--- src/rtl/param_mem_pkg.sv ---
// Shared types and constants for the parametrised request/response memory.
package param_mem_pkg;

  typedef enum logic [1:0] {INIT, IDLE, WAIT, RESP} state_t;
  typedef enum logic [1:0] {OP_RD, OP_WR, OP_ERR} op_t;

  localparam int WAIT_W = 4;

  function automatic op_t decode_op(input logic w_en, input logic r_en, input logic in_range);
    if (!in_range || (w_en == r_en)) return OP_ERR;
    return w_en ? OP_WR : OP_RD;
  endfunction

endpackage

--- src/rtl/param_mem_array.sv ---
// Storage array: one byte-enabled synchronous write port, one synchronous read port.
module param_mem_array #(
  parameter  int DATA_W = 8,
  parameter  int ADDR_W = 7,
  parameter  int DEPTH  = 2**ADDR_W,
  localparam int BE_W   = DATA_W/8
) (
  input  logic              clk,
  input  logic              rst,
  input  logic              we,
  input  logic [ADDR_W-1:0] waddr,
  input  logic [BE_W-1:0]   wbe,
  input  logic [DATA_W-1:0] wdata,
  input  logic              re,
  input  logic [ADDR_W-1:0] raddr,
  output logic [DATA_W-1:0] rdata
);

  logic [DATA_W-1:0] mem [DEPTH];

  always_ff @(posedge clk) begin
    if (we) begin
      for (int unsigned i = 0; i < BE_W; i++) begin
        if (wbe[i]) mem[waddr][8*i +: 8] <= wdata[8*i +: 8];
      end
    end
  end

  always_ff @(posedge clk) begin
    if (rst)     rdata <= '0;
    else if (re) rdata <= mem[raddr];
  end

endmodule

--- src/rtl/param_mem.sv ---
// Single-port memory with ready/valid requests, wait states, error pulses and a post-reset clear sweep.
import param_mem_pkg::*;

module param_mem #(
  parameter  int DATA_W   = 8,
  parameter  int ADDR_W   = 7,
  parameter  int DEPTH    = 2**ADDR_W,
  parameter  int WAIT_CYC = 0,
  localparam int BE_W     = DATA_W/8
) (
  input  logic              clk,
  input  logic              rst,
  input  logic              en,
  input  logic              w_en,
  input  logic              r_en,
  input  logic [ADDR_W-1:0] addr,
  input  logic [DATA_W-1:0] wdata,
  input  logic [BE_W-1:0]   be,
  output logic              ready,
  output logic [DATA_W-1:0] rdata,
  output logic              rvalid,
  output logic              err
);

  state_t              state;
  op_t                 op;
  logic [ADDR_W-1:0]   req_addr;
  logic [DATA_W-1:0]   req_wdata;
  logic [BE_W-1:0]     req_be;
  logic [WAIT_W-1:0]   wait_cnt;
  logic [ADDR_W-1:0]   clear_cnt;
  logic                access;
  logic                in_range;

  logic                arr_we;
  logic [ADDR_W-1:0]   arr_waddr;
  logic [BE_W-1:0]     arr_wbe;
  logic [DATA_W-1:0]   arr_wdata;
  logic                arr_re;

  assign ready    = (state == IDLE);
  assign in_range = (int'(addr) < DEPTH);
  // WAIT is always entered once, even with WAIT_CYC=0, so the access edge is E(WAIT_CYC+1).
  assign access   = (state == WAIT) && (wait_cnt == '0);

  always_comb begin
    arr_we    = 1'b0;
    arr_waddr = req_addr;
    arr_wbe   = req_be;
    arr_wdata = req_wdata;
    arr_re    = 1'b0;
    if (state == INIT) begin
      arr_we    = 1'b1;
      arr_waddr = clear_cnt;
      arr_wbe   = '1;
      arr_wdata = '0;
    end else if (access && !rst) begin
      arr_we = (op == OP_WR);
      arr_re = (op == OP_RD);
    end
  end

  param_mem_array #(
    .DATA_W (DATA_W),
    .ADDR_W (ADDR_W),
    .DEPTH  (DEPTH)
  ) u_array (
    .clk   (clk),
    .rst   (rst),
    .we    (arr_we),
    .waddr (arr_waddr),
    .wbe   (arr_wbe),
    .wdata (arr_wdata),
    .re    (arr_re),
    .raddr (req_addr),
    .rdata (rdata)
  );

  always_ff @(posedge clk) begin
    if (rst) begin
      state     <= INIT;
      clear_cnt <= '0;
      wait_cnt  <= '0;
      rvalid    <= 1'b0;
      err       <= 1'b0;
    end else begin
      rvalid <= 1'b0;
      err    <= 1'b0;
      case (state)
        INIT: begin
          if (clear_cnt == ADDR_W'(DEPTH-1)) state <= IDLE;
          else                               clear_cnt <= clear_cnt + 1'b1;
        end
        IDLE: begin
          if (en) begin
            req_addr  <= addr;
            req_wdata <= wdata;
            req_be    <= be;
            op        <= decode_op(w_en, r_en, in_range);
            wait_cnt  <= WAIT_W'(WAIT_CYC);
            state     <= WAIT;
          end
        end
        WAIT: begin
          if (wait_cnt == '0) begin
            state  <= RESP;
            rvalid <= (op == OP_RD);
            err    <= (op == OP_ERR);
          end else begin
            wait_cnt <= wait_cnt - 1'b1;
          end
        end
        RESP:    state <= IDLE;
        default: state <= INIT;
      endcase
    end
  end

endmodule
--- config.mk ---
export PLATFORM = sky130hd
export DESIGN_NAME = param_mem
export DESIGN_NICKNAME = d
export VERILOG_FILES = /design/src/rtl/param_mem_pkg.sv /design/src/rtl/param_mem_array.sv /design/src/rtl/param_mem.sv
export SDC_FILE = /design/constraint.sdc
export NUM_CORES = 1
export LEC_CHECK = 0
export ABC_AREA = 1
export CORE_MARGIN = 5
export CORE_UTILIZATION = 40
export DETAILED_ROUTE_END_ITERATION = 6
export HOLD_SLACK_MARGIN = 0.02
export PLACE_DENSITY = 0.61
export SETUP_SLACK_MARGIN = 0.02
export SYNTH_ARGS = -nofsm -noshare
export SYNTH_HDL_FRONTEND = slang
export SYNTH_SLANG_ARGS = --single-unit
--- constraint.sdc ---
create_clock -name clk -period 6.78 [get_ports clk]
set_input_delay 2.034 -clock clk [delete_from_list [all_inputs] [get_ports clk]]
set_output_delay 2.034 -clock clk [all_outputs]
set_load 0.01 [all_outputs]
==> impl_metrics.py, run 1 <==
metrics = {
    "yosys": {
        "synth.top_cell.area_share_pct": 71.6,
        "unique_cell_type_count_in_the_yosys_netlist": 35,
        "synth.avg_cell_area_um2": 11.8,
        "synth.yosys.warnings": 0,
        "syn-num-nets": 3729,
        "synth.most_common_cell": "sky130_fd_sc_hd__nand2_1",
        "synthDominantAreaCellType": "sky130_fd_sc_hd__edfxtp_1",
        "yosysSeqAreaShare_pct": 72.6,
        "synthFlopType": "sky130_fd_sc_hd__edfxtp_1",
        "synth_top_cells_by_count": "1130 x sky130_fd_sc_hd__nand2_1, 1042 x sky130_fd_sc_hd__edfxtp_1, 982 x sky130_fd_sc_hd__nand3_1",
        "synthArstFlopShare_pct": 0,
        "synth_edf_count": 1042,
        "cells_after_synth": 3702,
        "netlist_top_cells_area": "sky130_fd_sc_hd__edfxtp_1 72%, sky130_fd_sc_hd__nand3_1 11%, sky130_fd_sc_hd__nand2_1 9.7%, sky130_fd_sc_hd__nor2_1 1.4%, sky130_fd_sc_hd__buf_2 1.2%",
        "synth_seq_cells": 1065,
        "mappedNetlistArea_mm2": 0.0437,
    },
    "outcome": {
        "failed_checks": "DRC",
        "status": "finished, violations left",
    },
    "placement": {
        "place_ws_ns": 1.29,
        "gp_routability_congestion": 0.844,
        "place.port_buffers": 31,
        "place_hpwl_mm": 64.7,
        "placed_cells": 4954,
        "dpl-instance-area_mm2": 0.0448,
    },
    "setup_path": {
        "cp-start-kind": "primary input",
        "worstPathRequired_ns": 7.07,
        "critical-path-max-stage-delay_ns": 0.55,
        "crit_chain": "clkdlybuf4s50_1, inv_1, nand2_2, o21ai_4, nand2_1, buf_4, nor2_1",
        "crit_path_max_fanout": 17,
        "critical_path_arrival_ns": 5.06,
        "worstSetupEndpointType": "register",
        "worstSetupPathType": "in2reg",
        "cp_top_family": "buffers and inverters",
        "cpMaxStageDelayCell": "sky130_fd_sc_hd__clkdlybuf4s50_1",
        "buffer_and_inverter_count_on_the_worst_path": 3,
    },
    "cts": {
        "tritoncts.num_buffers": 105,
        "cts_sinks": 1065,
        "path_clk_slew_ns": 0.06,
        "post-cts-setup-buffers": 0,
        "clock_latency_ns": 0.69,
        "htree_levels": 3,
        "cts.root.buffer_cell": "sky130_fd_sc_hd__clkbuf_16",
        "cts.hold.buffers_added": 0,
        "clock_path_buffers": 3,
        "tritoncts": "yes",
        "cts.repair.resized": 0,
    },
    "hold_path": {
        "holdCritPathClass": "reg2reg",
    },
    "timing": {
        "tns_ns": 0,
        "timing_worst_slew_pin_value_ns": 1.17,
        "hold_viol_final": 0,
        "worst_rel_slew_slack_pct": 22.3,
        "fmax_achieved_ghz": 0.210,
        "setup_repair_after_global_routing_missed_its_margin": "false",
        "final_critical_path_setup_slack_ns": 2.01,
        "timing.final.max_slew_violations": 0,
        "finalCriticalPeriod_ns": 4.77,
        "ratio_of_final_minimum_period_to_clock_period_pct": 70.3,
        "finalSetupViolations": 0,
        "skew_ns": 0.0329,
        "hold-worst-slack_ns": 0.470,
    },
    "floorplan": {
        "die_width_um": 341,
        "fp-row-count": 121,
        "design.die.area_mm2": 0.116,
        "design.portCount": 32,
        "core_region_area_mm2": 0.109,
        "dieHeight_um": 341,
        "effective_utilization_at_floorplan_pct": 40.2,
    },
    "global_route": {
        "grt.total_usage_pct": 19.3,
        "grt_pass1_wl_mm": 171,
        "grt_antenna_before_repair": 2,
        "number_of_global_route_vias_before_repair": 27400,
        "pin_count_of_the_biggest_net_entering_global_routing": 249,
        "overflow": 0,
    },
    "pwr": {
        "power_density_mw_per_mm2": 339,
        "p_total_mw": 16.3,
        "static-leakage-power_nw": 16.7,
        "vdd_drop_max_uv": 441,
    },
    "cells_and_area": {
        "nNetsFinal": 3674,
        "instances_no_fill": 5148,
        "utilization_pct": 44.3,
        "antenna_cells_inserted": 0,
        "final_layout_size_suffix_gt1_share_pct": 5.95,
        "area_growth_pct": 10.1,
        "postLayoutCellArea_mm2": 0.0481,
    },
    "detailed_routing": {
        "route.vias.total": 27900,
        "final_antenna_net_count": 0,
        "route.detailed.vias_per_inst": 5.42,
        "finalWirelength_mm": 114,
        "avgRoutedWirePerCell_um": 22.1,
        "drtIter0Drc": 3374,
        "post-route-drc-count": 1,
        "drt_first_pass_iters": 7,
    },
    "job": {
        "maxCapViolations": 0,
    },
}
==> worst min-delay path, stage by stage (launching register included) <==
cell                      delay, ns
sky130_fd_sc_hd__dfxtp_1       0.31
sky130_fd_sc_hd__nand2_1       0.06
sky130_fd_sc_hd__a21oi_1       0.06
==> registers in the layout, indices dropped and copies added (netlist names), 2 cells and up <==
signal         cells
u_array.mem     1024
req_wdata          8
u_array.rdata      8
clear_cnt          7
req_addr           7
wait_cnt           4
op                 2
state              2
==> per-layer routing <==
layer | GRT usage (%) | part of all wire, % | vias to the layer above
li1 | - | - | 12900
met1 | 27.1 | 42 | 13500
met2 | 31.5 | 47 | 1197
met3 | 2.92 | 7.6 | 191
met4 | 5.86 | 2.9 | 2
met5 | 0 | 0.0097 | -
==> cells by family after synthesis <==
kind of cell               after synthesis  share of synthesized area [%]
buffers and inverters                  292                           3.92
AOI/OAI and AO/OA                       46                          0.633
adders and majority gates                6                          0.172
DFF                                   1065                           72.6
xor gates and xnor gates                 1                         0.0200
and+or+nand+nor                       2292                           22.6
==> report_power, final <==
group	leakage [nW]	total [mW]	switching, mW	internal, mW
clock network	1.63	5.64	2.42	3.22
registers	9.75	8.13	0.0638	8.06
logic	5.36	2.53	2.14	0.394
==> layout make-up <==
type	count	area, um^2
Clock buffer	134	2830
Clock inverter	60	519
Fill cell	9948	60600
Inverter	57	240
Multi-Input combinational cell	2345	10300
Sequential cell	1065	31800
Tap cell	1414	1770
Timing Repair Buffer	73	701
==> cells in the final DEF, fill, tap and decap left out, types with 4 or more instances in the layout <==
| cell | n |
|---|---|
| sky130_fd_sc_hd__nor2_4 | 8 |
| sky130_fd_sc_hd__a21oi_1 | 14 |
| sky130_fd_sc_hd__ha_1 | 5 |
| sky130_fd_sc_hd__nand2_1 | 1130 |
| sky130_fd_sc_hd__clkinv_1 | 22 |
| sky130_fd_sc_hd__bufinv_16 | 7 |
| sky130_fd_sc_hd__inv_2 | 4 |
| sky130_fd_sc_hd__buf_12 | 6 |
| sky130_fd_sc_hd__clkinvlp_4 | 6 |
| sky130_fd_sc_hd__nor2_1 | 157 |
| sky130_fd_sc_hd__o21ai_0 | 20 |
| sky130_fd_sc_hd__dfxtp_1 | 23 |
| sky130_fd_sc_hd__edfxtp_1 | 1042 |
| sky130_fd_sc_hd__inv_1 | 49 |
| sky130_fd_sc_hd__nand3_1 | 982 |
| sky130_fd_sc_hd__clkbuf_1 | 23 |
| sky130_fd_sc_hd__clkinv_2 | 20 |
| sky130_fd_sc_hd__clkbuf_16 | 108 |
| sky130_fd_sc_hd__clkdlybuf4s50_1 | 31 |
| sky130_fd_sc_hd__buf_4 | 36 |
==> path summary, 6_finish.rpt <==
check	startpoint	end	slack (ns)	depth (start not counted)
max	rst	u_array.mem[126][7]	2.01	7
min	wait_cnt[0]	wait_cnt[0]	0.47	2
max reg2reg	req_addr[0]	u_array.rdata[5]	2.90	12
min reg2reg	wait_cnt[0]	wait_cnt[0]	0.47	2
(Power assumes the default switching activity.)
==> run 2, diff against run 1 <==
==> constraint.sdc (replaced) <==
create_clock -name clk -period 4.4 [get_ports clk]
set_input_delay 1.32 -clock clk [delete_from_list [all_inputs] [get_ports clk]]
set_output_delay 1.32 -clock clk [all_outputs]
set_load 0.01 [all_outputs]
==> impl_metrics.py, run 2 (synthesized netlist as in run 1, its figures left out) <==
metrics = {
    "pwr": {
        "power_density_mw_per_mm2": 535,
        "vdd_drop_max_uv": 591,
        "static-leakage-power_nw": 17.1,
        "p_total_mw": 26.2,
    },
    "floorplan": {
        "core_region_area_mm2": 0.109,
        "effective_utilization_at_floorplan_pct": 40.2,
        "die_width_um": 341,
        "design.die.area_mm2": 0.116,
        "fp-row-count": 121,
        "design.portCount": 32,
        "dieHeight_um": 341,
    },
    "timing": {
        "timing_worst_slew_pin_value_ns": 1.25,
        "timing.final.max_slew_violations": 0,
        "setup_repair_after_global_routing_missed_its_margin": "false",
        "ratio_of_final_minimum_period_to_clock_period_pct": 79.2,
        "finalCriticalPeriod_ns": 3.48,
        "finalSetupViolations": 0,
        "skew_ns": 0.0261,
        "tns_ns": 0,
        "fmax_achieved_ghz": 0.287,
        "hold_viol_final": 0,
        "worst_rel_slew_slack_pct": 16.7,
        "hold-worst-slack_ns": 0.460,
    },
    "cells_and_area": {
        "largestRegisters": "u_array.mem (1024), req_wdata (8), u_array.rdata (8)",
        "final_cell_mix": "1130 x sky130_fd_sc_hd__nand2_1, 1042 x sky130_fd_sc_hd__edfxtp_1, 982 x sky130_fd_sc_hd__nand3_1",
        "area_growth_pct": 11.8,
        "mostFrequentLayoutCell": "sky130_fd_sc_hd__nand2_1",
        "final_layout_size_suffix_gt1_share_pct": 6.89,
        "antenna_cells_inserted": 0,
        "postLayoutCellArea_mm2": 0.0489,
        "instances_no_fill": 5174,
        "largest_reg_flops": 1024,
        "num-fill-cells": 9883,
        "nNetsFinal": 3700,
        "regMostFlops": "u_array.mem",
    },
    "setup_path": {
        "regToRegSetupSlack_ns": 0.92,
        "worst-r2r-cell-count": 12,
        "worstSetupEndpointType": "register",
        "critical_path_arrival_ns": 3.78,
        "crit_path_max_fanout": 14,
        "r2r_end": "u_array.mem[60][5]",
        "critical_path_cell_count": 12,
        "cpMaxStageDelayCell": "sky130_fd_sc_hd__nor2_1",
        "cp_launch_point": "state[1]",
        "critical-path-max-stage-delay_ns": 0.59,
        "buffer_and_inverter_count_on_the_worst_path": 5,
        "critical_path.reg2reg.startpoint": "state[1]",
        "worstPathRequired_ns": 4.70,
        "cp-endpoint": "u_array.mem[60][5]",
        "worstSetupPathType": "reg2reg",
        "cp_top_family": "simple AND/OR/NAND/NOR gates",
        "crit_chain": "inv_1, ha_2, buf_4, nand2_1, o21ai_1, inv_1, nor2_1, inv_1, nor2_1, nand2_1, buf_4, nor2_1",
        "cp-start-kind": "register",
    },
    "cts": {
        "clock_latency_ns": 0.69,
        "post-cts-setup-buffers": 0,
        "tritoncts.num_buffers": 107,
        "clock_path_buffers": 3,
        "path_clk_slew_ns": 0.06,
        "cts.repair.resized": 0,
        "cts_sinks": 1065,
        "tritoncts": "yes",
        "htree_levels": 3,
        "cts.hold.buffers_added": 0,
        "cts.root.buffer_cell": "sky130_fd_sc_hd__clkbuf_16",
    },
    "detailed_routing": {
        "avgRoutedWirePerCell_um": 22.3,
        "routed-wl-met2_mm": 54.8,
        "drtIter0Drc": 3501,
        "post-route-drc-count": 0,
        "wl_met1_mm": 48.6,
        "route.detailed.vias_per_inst": 5.45,
        "final_antenna_net_count": 0,
        "route.vias.total": 28200,
        "finalWirelength_mm": 116,
        "drt_first_pass_iters": 7,
        "dr_wl_met3_mm": 9.17,
        "top_signal_layer_used": "met4",
    },
    "job": {
        "maxCapViolations": 0,
    },
    "placement": {
        "place.port_buffers": 31,
        "dpl-instance-area_mm2": 0.0452,
        "placed_cells": 4978,
        "place_hpwl_mm": 68.5,
        "gp_routability_congestion": 0.891,
    },
    "hold_path": {
        "hold_path.startpoint": "wait_cnt[0]",
        "holdCritPathClass": "reg2reg",
    },
    "global_route": {
        "pin_count_of_the_biggest_net_entering_global_routing": 180,
        "grt.total_usage_pct": 19.4,
        "number_of_global_route_vias_before_repair": 27100,
        "grt_antenna_before_repair": 0,
        "overflow": 0,
        "grt_pass1_wl_mm": 170,
    },
    "outcome": {
        "status": "finished clean",
    },
}
-- run 2: cell types whose count changed in the layout (fill, tap and decap cells not counted) --
| cell | previous run | this run |
|---|---|---|
| sky130_fd_sc_hd__clkbuf_1 | 23 | 15 |
| sky130_fd_sc_hd__inv_6 | 2 | 1 |
| sky130_fd_sc_hd__clkinv_1 | 22 | 19 |
| sky130_fd_sc_hd__buf_12 | 6 | 23 |
| sky130_fd_sc_hd__inv_16 | 2 | 1 |
| sky130_fd_sc_hd__buf_4 | 36 | 43 |
| sky130_fd_sc_hd__clkinv_8 | 0 | 3 |
| sky130_fd_sc_hd__bufinv_16 | 7 | 19 |
-- run 2: power breakdown --
part	switching, mW	total [mW]	internal (mW)
combinational	3.36	4.16	0.793
sequential	0.104	12.5	12.4
clock	3.83	9.49	5.66
total	7.29	26.2	18.9
-- run 2: area by class of cell --
class	count	area [um^2]	share of cell area, %
Sequential cell	1065	31800	65.0
Multi-Input combinational cell	2345	10300	21.1
Clock buffer	126	2800	5.73
Tap cell	1414	1770	3.62
Timing Repair Buffer	97	1090	2.24
Clock inverter	70	888	1.82
Inverter	57	240	0.492
-- run 2: through the flow --
stage	util (%)	setup slack (ns)
5_1_grt	44.9	0.715
3_3_place_gp	41.6	0.394
4_1_cts	44.9	0.918
3_5_place_dp	41.6	0.305
6_report	44.9	0.915
2_1_floorplan	-	-0.308
-- run 2: per-layer routing --
| metal | up-vias | track usage (%) |
|---|---|---|
| li1 | 13000 | - |
| met1 | 13700 | 26.8 |
| met2 | 1268 | 31.5 |
| met3 | 176 | 3.47 |
| met4 | 0 | 6.25 |
| met5 | - | 0 |
-- run 2: worst min path at each step --
stage | endpoint | cells after the start
after floorplan | wait_cnt[0] | 2
after global placement | wait_cnt[0] | 2
after detailed placement | wait_cnt[0] | 2
after CTS | wait_cnt[0] | 2
after global routing | wait_cnt[0] | 2
final | wait_cnt[0] | 2
-- run 2: worst register-to-register path, cell delays in order (launching register included) --
cell,delay (ns)
sky130_fd_sc_hd__dfxtp_1,0.32
sky130_fd_sc_hd__inv_1,0.10
sky130_fd_sc_hd__ha_2,0.42
sky130_fd_sc_hd__buf_4,0.38
sky130_fd_sc_hd__nand2_1,0.12
sky130_fd_sc_hd__o21ai_1,0.18
sky130_fd_sc_hd__inv_1,0.10
sky130_fd_sc_hd__nor2_1,0.12
sky130_fd_sc_hd__inv_1,0.07
sky130_fd_sc_hd__nor2_1,0.33
sky130_fd_sc_hd__nand2_1,0.14
sky130_fd_sc_hd__buf_4,0.23
sky130_fd_sc_hd__nor2_1,0.59
